--- src/rtl/neuron_lut_scheduler_if.sv ---
// Stream, result and configuration ports of the time-multiplexed
// LogicNets neuron layer.
interface neuron_lut_scheduler_if #(
  parameter int IN_FEATURES = 32,
  parameter int IN_BW       = 2,
  parameter int FANIN       = 3,
  parameter int OUT_BW      = 2,
  parameter int N_NEURONS   = 16
);
  localparam int A  = FANIN * IN_BW;
  localparam int NW = $clog2(N_NEURONS);
  // One spare index bit so out-of-range connections are expressible
  localparam int IW = $clog2(IN_FEATURES) + 1;
  localparam int WD = (OUT_BW > IW) ? OUT_BW : IW;

  logic                          s_valid;
  logic                          s_ready;
  logic [IN_FEATURES*IN_BW-1:0]  s_data;
  logic                          m_valid;
  logic                          m_ready;
  logic [N_NEURONS*OUT_BW-1:0]   m_data;
  logic                          cfg_we;
  logic                          cfg_sel;
  logic [NW+A-1:0]               cfg_addr;
  logic [WD-1:0]                 cfg_wdata;
  logic                          cfg_ready;
  logic                          busy;

  modport master (
    output s_valid, s_data, m_ready,
    output cfg_we, cfg_sel, cfg_addr, cfg_wdata,
    input  s_ready, m_valid, m_data,
    input  cfg_ready, busy
  );

  modport slave (
    input  s_valid, s_data, m_ready,
    input  cfg_we, cfg_sel, cfg_addr, cfg_wdata,
    output s_ready, m_valid, m_data,
    output cfg_ready, busy
  );
endinterface

--- src/rtl/neuron_lut_scheduler.sv ---
// Shared runtime-programmable truth table evaluated one neuron
// per cycle over a latched feature vector.
module neuron_lut_scheduler #(
  parameter int IN_FEATURES = 32,
  parameter int IN_BW       = 2,
  parameter int FANIN       = 3,
  parameter int OUT_BW      = 2,
  parameter int N_NEURONS   = 16
) (
  input  logic                    clk,
  input  logic                    rst_n,
  neuron_lut_scheduler_if.slave   bus
);
  localparam int A  = FANIN * IN_BW;
  localparam int NW = $clog2(N_NEURONS);
  localparam int IW = $clog2(IN_FEATURES) + 1;
  localparam int FW = $clog2(IN_FEATURES);
  localparam int SW = $clog2(FANIN);
  localparam logic [NW-1:0] LAST = NW'(N_NEURONS - 1);

  typedef enum logic [1:0] {
    IDLE,
    EVAL,
    DONE
  } state_e;

  state_e state_q, state_d;

  logic [NW-1:0]                cnt_q, cnt_d;
  logic [IN_FEATURES*IN_BW-1:0] feat_q, feat_d;
  logic [N_NEURONS*OUT_BW-1:0]  out_q, out_d;
  logic [N_NEURONS*OUT_BW-1:0]  mdat_q, mdat_d;

  logic [OUT_BW-1:0] lut_mem  [N_NEURONS][2**A];
  logic [IW-1:0]     conn_mem [N_NEURONS][FANIN];

  logic [A-1:0]      addr;
  logic [OUT_BW-1:0] lut_rd;
  logic [IW-1:0]     idx;
  logic [FW-1:0]     fi;

  logic              cfg_ok;
  logic              lut_wr;
  logic              conn_wr;
  logic [NW-1:0]     l_nrn;
  logic [A-1:0]      l_ent;
  logic [NW-1:0]     c_nrn;
  logic [SW-1:0]     c_slot;

  // Gather the fan-in features; slot 0 lands in the address LSBs
  always_comb begin
    addr = '0;
    idx  = '0;
    fi   = '0;
    for (int k = 0; k < FANIN; k++) begin
      idx = conn_mem[cnt_q][k];
      fi  = idx[FW-1:0];
      if (int'(idx) < IN_FEATURES) begin
        addr[k*IN_BW +: IN_BW] =
          feat_q[int'(fi)*IN_BW +: IN_BW];
      end
    end
    lut_rd = lut_mem[cnt_q][addr];
  end

  always_comb begin
    state_d = state_q;
    cnt_d   = cnt_q;
    feat_d  = feat_q;
    out_d   = out_q;
    mdat_d  = mdat_q;
    unique case (state_q)
      IDLE: begin
        if (bus.s_valid) begin
          feat_d  = bus.s_data;
          cnt_d   = '0;
          state_d = EVAL;
        end
      end
      EVAL: begin
        out_d[cnt_q*OUT_BW +: OUT_BW] = lut_rd;
        cnt_d = cnt_q + 1'b1;
        if (cnt_q == LAST) begin
          cnt_d   = '0;
          mdat_d  = out_d;
          state_d = DONE;
        end
      end
      DONE: begin
        if (bus.m_ready) begin
          state_d = IDLE;
        end
      end
      default: state_d = IDLE;
    endcase
  end

  always_ff @(posedge clk or negedge rst_n) begin
    if (!rst_n) begin
      state_q <= IDLE;
      cnt_q   <= '0;
      feat_q  <= '0;
      out_q   <= '0;
      mdat_q  <= '0;
    end else begin
      state_q <= state_d;
      cnt_q   <= cnt_d;
      feat_q  <= feat_d;
      out_q   <= out_d;
      mdat_q  <= mdat_d;
    end
  end

  assign cfg_ok  = (state_q == IDLE);
  assign l_nrn   = bus.cfg_addr[A +: NW];
  assign l_ent   = bus.cfg_addr[A-1:0];
  assign c_nrn   = bus.cfg_addr[SW +: NW];
  assign c_slot  = bus.cfg_addr[SW-1:0];
  assign lut_wr  = bus.cfg_we && cfg_ok && !bus.cfg_sel;
  assign conn_wr = bus.cfg_we && cfg_ok && bus.cfg_sel
                && (int'(c_slot) < FANIN);

  // Tables are plain storage and survive reset
  always_ff @(posedge clk) begin
    unique case (1'b1)
      lut_wr:
        lut_mem[l_nrn][l_ent] <= bus.cfg_wdata[OUT_BW-1:0];
      conn_wr:
        conn_mem[c_nrn][c_slot] <= bus.cfg_wdata[IW-1:0];
      default: ;
    endcase
  end

  assign bus.s_ready   = (state_q == IDLE);
  assign bus.cfg_ready = cfg_ok;
  assign bus.m_valid   = (state_q == DONE);
  assign bus.busy      = (state_q != IDLE);
  assign bus.m_data    = mdat_q;

endmodule

--- src/flat_wrapper.sv ---
// flat-port wrapper written by rule: the top's interface ports become plain ports
module neuron_lut_scheduler_flat 
#(
  parameter int IN_FEATURES = 32,
  parameter int IN_BW       = 2,
  parameter int FANIN       = 3,
  parameter int OUT_BW      = 2,
  parameter int N_NEURONS   = 16
)
  (clk, rst_n, bus_s_valid, bus_s_data, bus_m_ready, bus_cfg_we, bus_cfg_sel, bus_cfg_addr, bus_cfg_wdata, bus_s_ready, bus_m_valid, bus_m_data, bus_cfg_ready, bus_busy);
  neuron_lut_scheduler_if #(.IN_FEATURES(IN_FEATURES), .IN_BW(IN_BW), .FANIN(FANIN), .OUT_BW(OUT_BW), .N_NEURONS(N_NEURONS)) bus_i ();
  input  logic clk;
  input  logic rst_n;
  input wire logic [$bits(bus_i.s_valid)-1:0] bus_s_valid;
  input wire logic [$bits(bus_i.s_data)-1:0] bus_s_data;
  input wire logic [$bits(bus_i.m_ready)-1:0] bus_m_ready;
  input wire logic [$bits(bus_i.cfg_we)-1:0] bus_cfg_we;
  input wire logic [$bits(bus_i.cfg_sel)-1:0] bus_cfg_sel;
  input wire logic [$bits(bus_i.cfg_addr)-1:0] bus_cfg_addr;
  input wire logic [$bits(bus_i.cfg_wdata)-1:0] bus_cfg_wdata;
  output wire logic [$bits(bus_i.s_ready)-1:0] bus_s_ready;
  output wire logic [$bits(bus_i.m_valid)-1:0] bus_m_valid;
  output wire logic [$bits(bus_i.m_data)-1:0] bus_m_data;
  output wire logic [$bits(bus_i.cfg_ready)-1:0] bus_cfg_ready;
  output wire logic [$bits(bus_i.busy)-1:0] bus_busy;
  assign bus_i.s_valid = bus_s_valid;
  assign bus_i.s_data = bus_s_data;
  assign bus_i.m_ready = bus_m_ready;
  assign bus_i.cfg_we = bus_cfg_we;
  assign bus_i.cfg_sel = bus_cfg_sel;
  assign bus_i.cfg_addr = bus_cfg_addr;
  assign bus_i.cfg_wdata = bus_cfg_wdata;
  assign bus_s_ready = bus_i.s_ready;
  assign bus_m_valid = bus_i.m_valid;
  assign bus_m_data = bus_i.m_data;
  assign bus_cfg_ready = bus_i.cfg_ready;
  assign bus_busy = bus_i.busy;
  neuron_lut_scheduler #(.IN_FEATURES(IN_FEATURES), .IN_BW(IN_BW), .FANIN(FANIN), .OUT_BW(OUT_BW), .N_NEURONS(N_NEURONS)) u_core (.clk(clk), .rst_n(rst_n), .bus(bus_i));
endmodule
--- config.mk ---
export PLATFORM = sky130hd
export DESIGN_NAME = neuron_lut_scheduler_flat
export DESIGN_NICKNAME = d
export VERILOG_FILES = /design/src/rtl/neuron_lut_scheduler_if.sv /design/src/rtl/neuron_lut_scheduler.sv /design/src/flat_wrapper.sv
export SDC_FILE = /design/constraint.sdc
export NUM_CORES = 2
export LEC_CHECK = 0
export CAP_MARGIN = 20
export CORE_MARGIN = 4
export CORE_UTILIZATION = 50
export CTS_CLUSTER_SIZE = 10
export DETAILED_ROUTE_END_ITERATION = 7
export GPL_ROUTABILITY_DRIVEN = 1
export GPL_TIMING_DRIVEN = 0
export PLACE_DENSITY = 0.66
export SYNTH_ARGS = -nofsm -noshare
export SYNTH_HDL_FRONTEND = slang
export SYNTH_SLANG_ARGS = --single-unit
export TNS_END_PERCENT = 30
--- constraint.sdc ---
create_clock -name clk -period 7.7 [get_ports clk]
set_input_delay 1.54 -clock clk [delete_from_list [all_inputs] [get_ports clk]]
set_output_delay 1.54 -clock clk [all_outputs]
set_load 0.02 [all_outputs]
==> summary.md <==
| Metric | Value |
|---|---|
| Min Tclk post-route | 7.624 ns |
| Multiplexer share of the synthesized area | 18.18% |
| Number of global-route vias before repair | 59350 |
| Total negative slack | 0 ns |
| Nets | 6315 |
| Share of flip-flops with an asynchronous set or reset | 5.425% |
| Skew final | 0.07002 ns |
| CP dominant cell by count | buf_4 |
| Vias per cell | 6.784 |
| Clock Path Buffers | 4 |
| CTS tree | yes |
| Post-Synthesis Cells | 5714 |
| Core area | 0.2027 mm² |
| Status | complete, no violations |
| Post-Syn Area per Cell | 17.89 µm² |
| Max-slew violation count | 0 |
| RSZ-0062 raised after global routing | no |
| CP Cell Sequence | buf_6, buf_4, buf_4, buf_4, buf_4, buf_4, clkbuf_1, buf_2, mux4_2, mux4_2, mux2i_1, a22oi_1, nor3_1, a211o_1, o2111ai_2, buf_4, a31o_2 |
| R2R setup slack | 0.08 ns |
| # rows | 165 |
| Antenna violations before repair | 18 |
| Class of the worst hold path | reg -> reg |
| Inserted Clock Buffers | 299 |
| Crit path buf inv count | 9 |
| Post-Synth Simple-Gate Area | 6.377% |
| Routed wire length | 341.6 mm |
| Worst setup SP type | flop |
| Hold Path Stages | 2 |
| Top Ports | 122 |
| Worst Reg-to-Reg Cells | 17 |
| Fillers | 15300 |
| Inst Count DP | 8592 |
| ANT nets after route | 0 |
| Max-Cap Viols | 0 |
| Worst setup EP type | flop |
| Combinational fraction of design power | 40.3% |
| Global Route Usage Sum | 32.28% |
| F_max | 131.2 MHz |
| CP Class | reg -> reg |
| Required time of the critical path | 8.47 ns |
| Final Hold Fails | 0 |
| Gr ovfl total | 0 |
| Internal Power | 28.95 mW |
| IO Port Bufs | 117 |
| RD Place Congestion | 0.9395 |
| WHS Endpoint | u_core.bus.m_data[1]$_DFFE_PN0P_ |
| FF+latch count, synth | 2470 |
| Sequential area share after synthesis | 71.90% |
| CP top delay family | buffers and inverters |
| Complex-gate fraction of the synthesized area | 1.569% |
| Drt pass-1 iters | 6 |
| EDFF count, synth | 2336 |
| Post-CTS setup buffers | 0 |
| Top FF cell, synth | edfxtp_1 |
| Slowest Stage Delay on Critical Path | 0.93 ns |
| Hold path startpoint | u_core.bus.m_data[1]$_DFFE_PN0P_ |
| DR iter-0 viols | 11630 |
| Endpoint of the worst register-to-register path | u_core.bus.m_data[12]$_DFFE_PN0P_ |
| H-tree depth | 5 |
| Adder-cell area share of the yosys netlist | 0.06120% |
| Die width | 460.2 µm |
| Largest net degree at the start of global routing | 177 |
| Area Overhead vs Synth | 13.92% |
| Clock share of power | 26.3% |
| Wire per inst | 38.19 µm |
| Setup Viol. Count Final | 0 |
| Worst r2r src | u_core.cnt_q[0]$_DFFE_PN0P_ |
| Clock sink count | 2470 |
| Yosys cell types | 76 |
| Max_slew headroom | 16.79% |
| Arr. time, crit path | 8.39 ns |
| Sw Pwr | 17.06 mW |
| CP max stage cell | buf_2 |
| Die area | 0.2117 mm² |
| CTS Root Cell | clkbuf_16 |
| Mapped Area | 0.1022 mm² |
| Cts hold-fix bufs | 0 |
| Die Y | 460.2 µm |
| Layout cell share with drive strength beyond 1 | 22.91% |
| Via count | 60700 |
| Power, Total | 46.01 mW |
| Main combinational cell family by area after synthesis | multiplexers |
| Largest fanout on the critical path | 10 |
| Syn nets | 5805 |
| Worst-skew pair later-pin latency | 0.95 ns |
| Clock slew at reported path FFs | 0.06 ns |
| Period utilisation layout | 99.02% |
| Sw Share | 37.08% |
| Yosys warnings | 0 |
| First-pass GRT wire length | 469.2 mm |
| Reg power frac | 33.4% |
| Max rail drop VDD | 0.0004796 V |
| Lkg Pwr | 37.15 nW |
| Pwr/cell area | 395.1 mW/mm² |
| Initial Util | 50.42% |
| Cts repair resizes | 0 |
| Worst Tran Pin Value | 1.248 ns |
| Final std cells w/o fill | 8947 |
| Post-detail-place hpwl | 224.3 mm |
| Residual DRC count | 0 |
| Synth Area in XOR/XNOR | 0.008568% |
| Hold_ws | 0.4703 ns |
[per-stage QoR]
stage               utilization (%)  area (µm²)  setup slack, ns
floorplan                         -      102200            3.058
global placement              52.65      106700           -24.10
detailed placement            53.56      108600           0.2598
CTS                           57.41      116400           0.2253
global route                  57.43      116400          0.01613
finish                        57.44      116500          0.07551
[area by class of cell]
class | count | area (µm²) | share of cell area (%)
Timing Repair Buffer | 209 | 2918 | 2.506
Multi-Input combinational cell | 2815 | 26790 | 23.01
Inverter | 16 | 60.06 | 0.05157
Antenna cell | 12 | 30.03 | 0.02579
Buffer | 413 | 2009 | 1.726
Tap cell | 2672 | 3343 | 2.871
Sequential cell | 2470 | 73500 | 63.12
Clock inverter | 14 | 120.1 | 0.1031
Clock buffer | 326 | 7679 | 6.594
[cells in the mapped netlist (all sizes together), types with 5 or more instances]
library cell	instances	area [µm²]
a211oi	7	52.55
o22ai	13	81.33
nand2b	8	50.05
a22o	20	175.2
o31ai	12	110.1
ha	5	62.56
nand4	8	50.05
a21oi	22	110.1
or2	5	31.28
a31o	13	113.9
and2	12	75.07
buf	164	952.2
o211ai	7	52.55
a31oi	5	31.28
clkbuf	249	934.7
and3	15	93.84
nand3	36	180.2
dfrtp	134	3353
mux4	719	16190
a221oi	5	56.31
inv	16	60.05
edfxtp	2336	70150
nor2	1140	4279
nor2b	27	168.9
o21ai	37	185.2
a21o	6	45.04
nor3	13	65.06
mux2	55	619.3
a221o	11	110.1
nand2	367	1378
mux2i	175	1768
a22oi	16	120.1
[worst register-to-register path, stage by stage, from the launching register on]
cell and delay [ns]:
dfrtp_1 0.52, buf_6 0.22, buf_4 0.25, buf_4 0.29, buf_4 0.32, buf_4 0.32, buf_4 0.33, clkbuf_1 0.91
buf_2 0.95, mux4_2 0.64, mux4_2 0.51, mux2i_1 0.44, a22oi_1 0.16, nor3_1 0.21, a211o_1 0.26, o2111ai_2 0.50
buf_4 0.42, a31o_2 0.25
[cells in the final DEF (no fill, tap or decap), types with 19 or more instances in the layout]
master	synthesis	routed
buf_1	51	26
a21oi_1	22	22
edfxtp_1	2336	2336
buf_6	22	30
a22o_1	20	20
mux2_2	55	55
nand2_1	367	367
buf_4	19	19
nor2b_1	27	27
nor2_1	1140	1135
dfrtp_1	134	134
nand3_1	36	35
mux4_2	719	719
clkbuf_1	249	198
buf_16	0	28
clkbuf_16	0	303
clkdlybuf4s50_1	0	111
buf_8	1	51
clkbuf_2	0	73
buf_2	71	99
o21ai_0	36	36
mux2i_1	173	173
[kinds of logic (layout without fill, tap and decap cells)]
family | count (synthesis) | count (layout)
simple gates | 1649 | 1649
mux | 949 | 949
xor+xnor | 1 | 1
flops | 2470 | 2470
fa+ha+maj | 5 | 5
other cells | 0 | 12
compound gates | 211 | 211
buf+inv | 429 | 978
[sequential cells by signal, summed over array words and instances, names as in the netlist]
name	cells
u_core.cnt_q	4
u_core.out_q	32
u_core.lut_mem	2048
u_core.feat_q	64
u_core.conn_mem	288
u_core.state_q	2
u_core.bus.m_data	32
[power by group through the flow]
stage	Clock, mW	Combinational [mW]	Sequential, mW
4_1_cts	12.1	18.1	15.4
3_5_place_dp	0	18.0	15.6
5_1_grt	12.7	18.7	15.4
6_report	12.1	18.6	15.4
2_1_floorplan	0	10.2	15.5
3_3_place_gp	0	17.5	16.2
[worst max-delay path by stage]
stage | start | end | depth (start not counted)
4_1_cts | u_core.cnt_q[0]$_DFFE_PN0P_ | u_core.bus.m_data[23]$_DFFE_PN0P_ | 17
3_5_place_dp | u_core.cnt_q[0]$_DFFE_PN0P_ | u_core.bus.m_data[7]$_DFFE_PN0P_ | 17
6_report | u_core.cnt_q[0]$_DFFE_PN0P_ | u_core.bus.m_data[12]$_DFFE_PN0P_ | 17
2_1_floorplan | u_core.cnt_q[0]$_DFFE_PN0P_ | u_core.bus.m_data[23]$_DFFE_PN0P_ | 17
3_3_place_gp | bus_cfg_wdata[1] | u_core.lut_mem[0][35]$_DFFE_PP_ | 1
5_1_grt | u_core.cnt_q[0]$_DFFE_PN0P_ | u_core.bus.m_data[15]$_DFFE_PN0P_ | 17
[layer usage]
metal	track usage [%]	wire, µm	vias to the layer above
met1	43.40	120200	31570
met2	48.86	154600	4940
li1	-	-	23310
met4	16.50	21100	2
met5	0	13	-
met3	8.792	45740	875
Power figures use the tool's default switching activity.
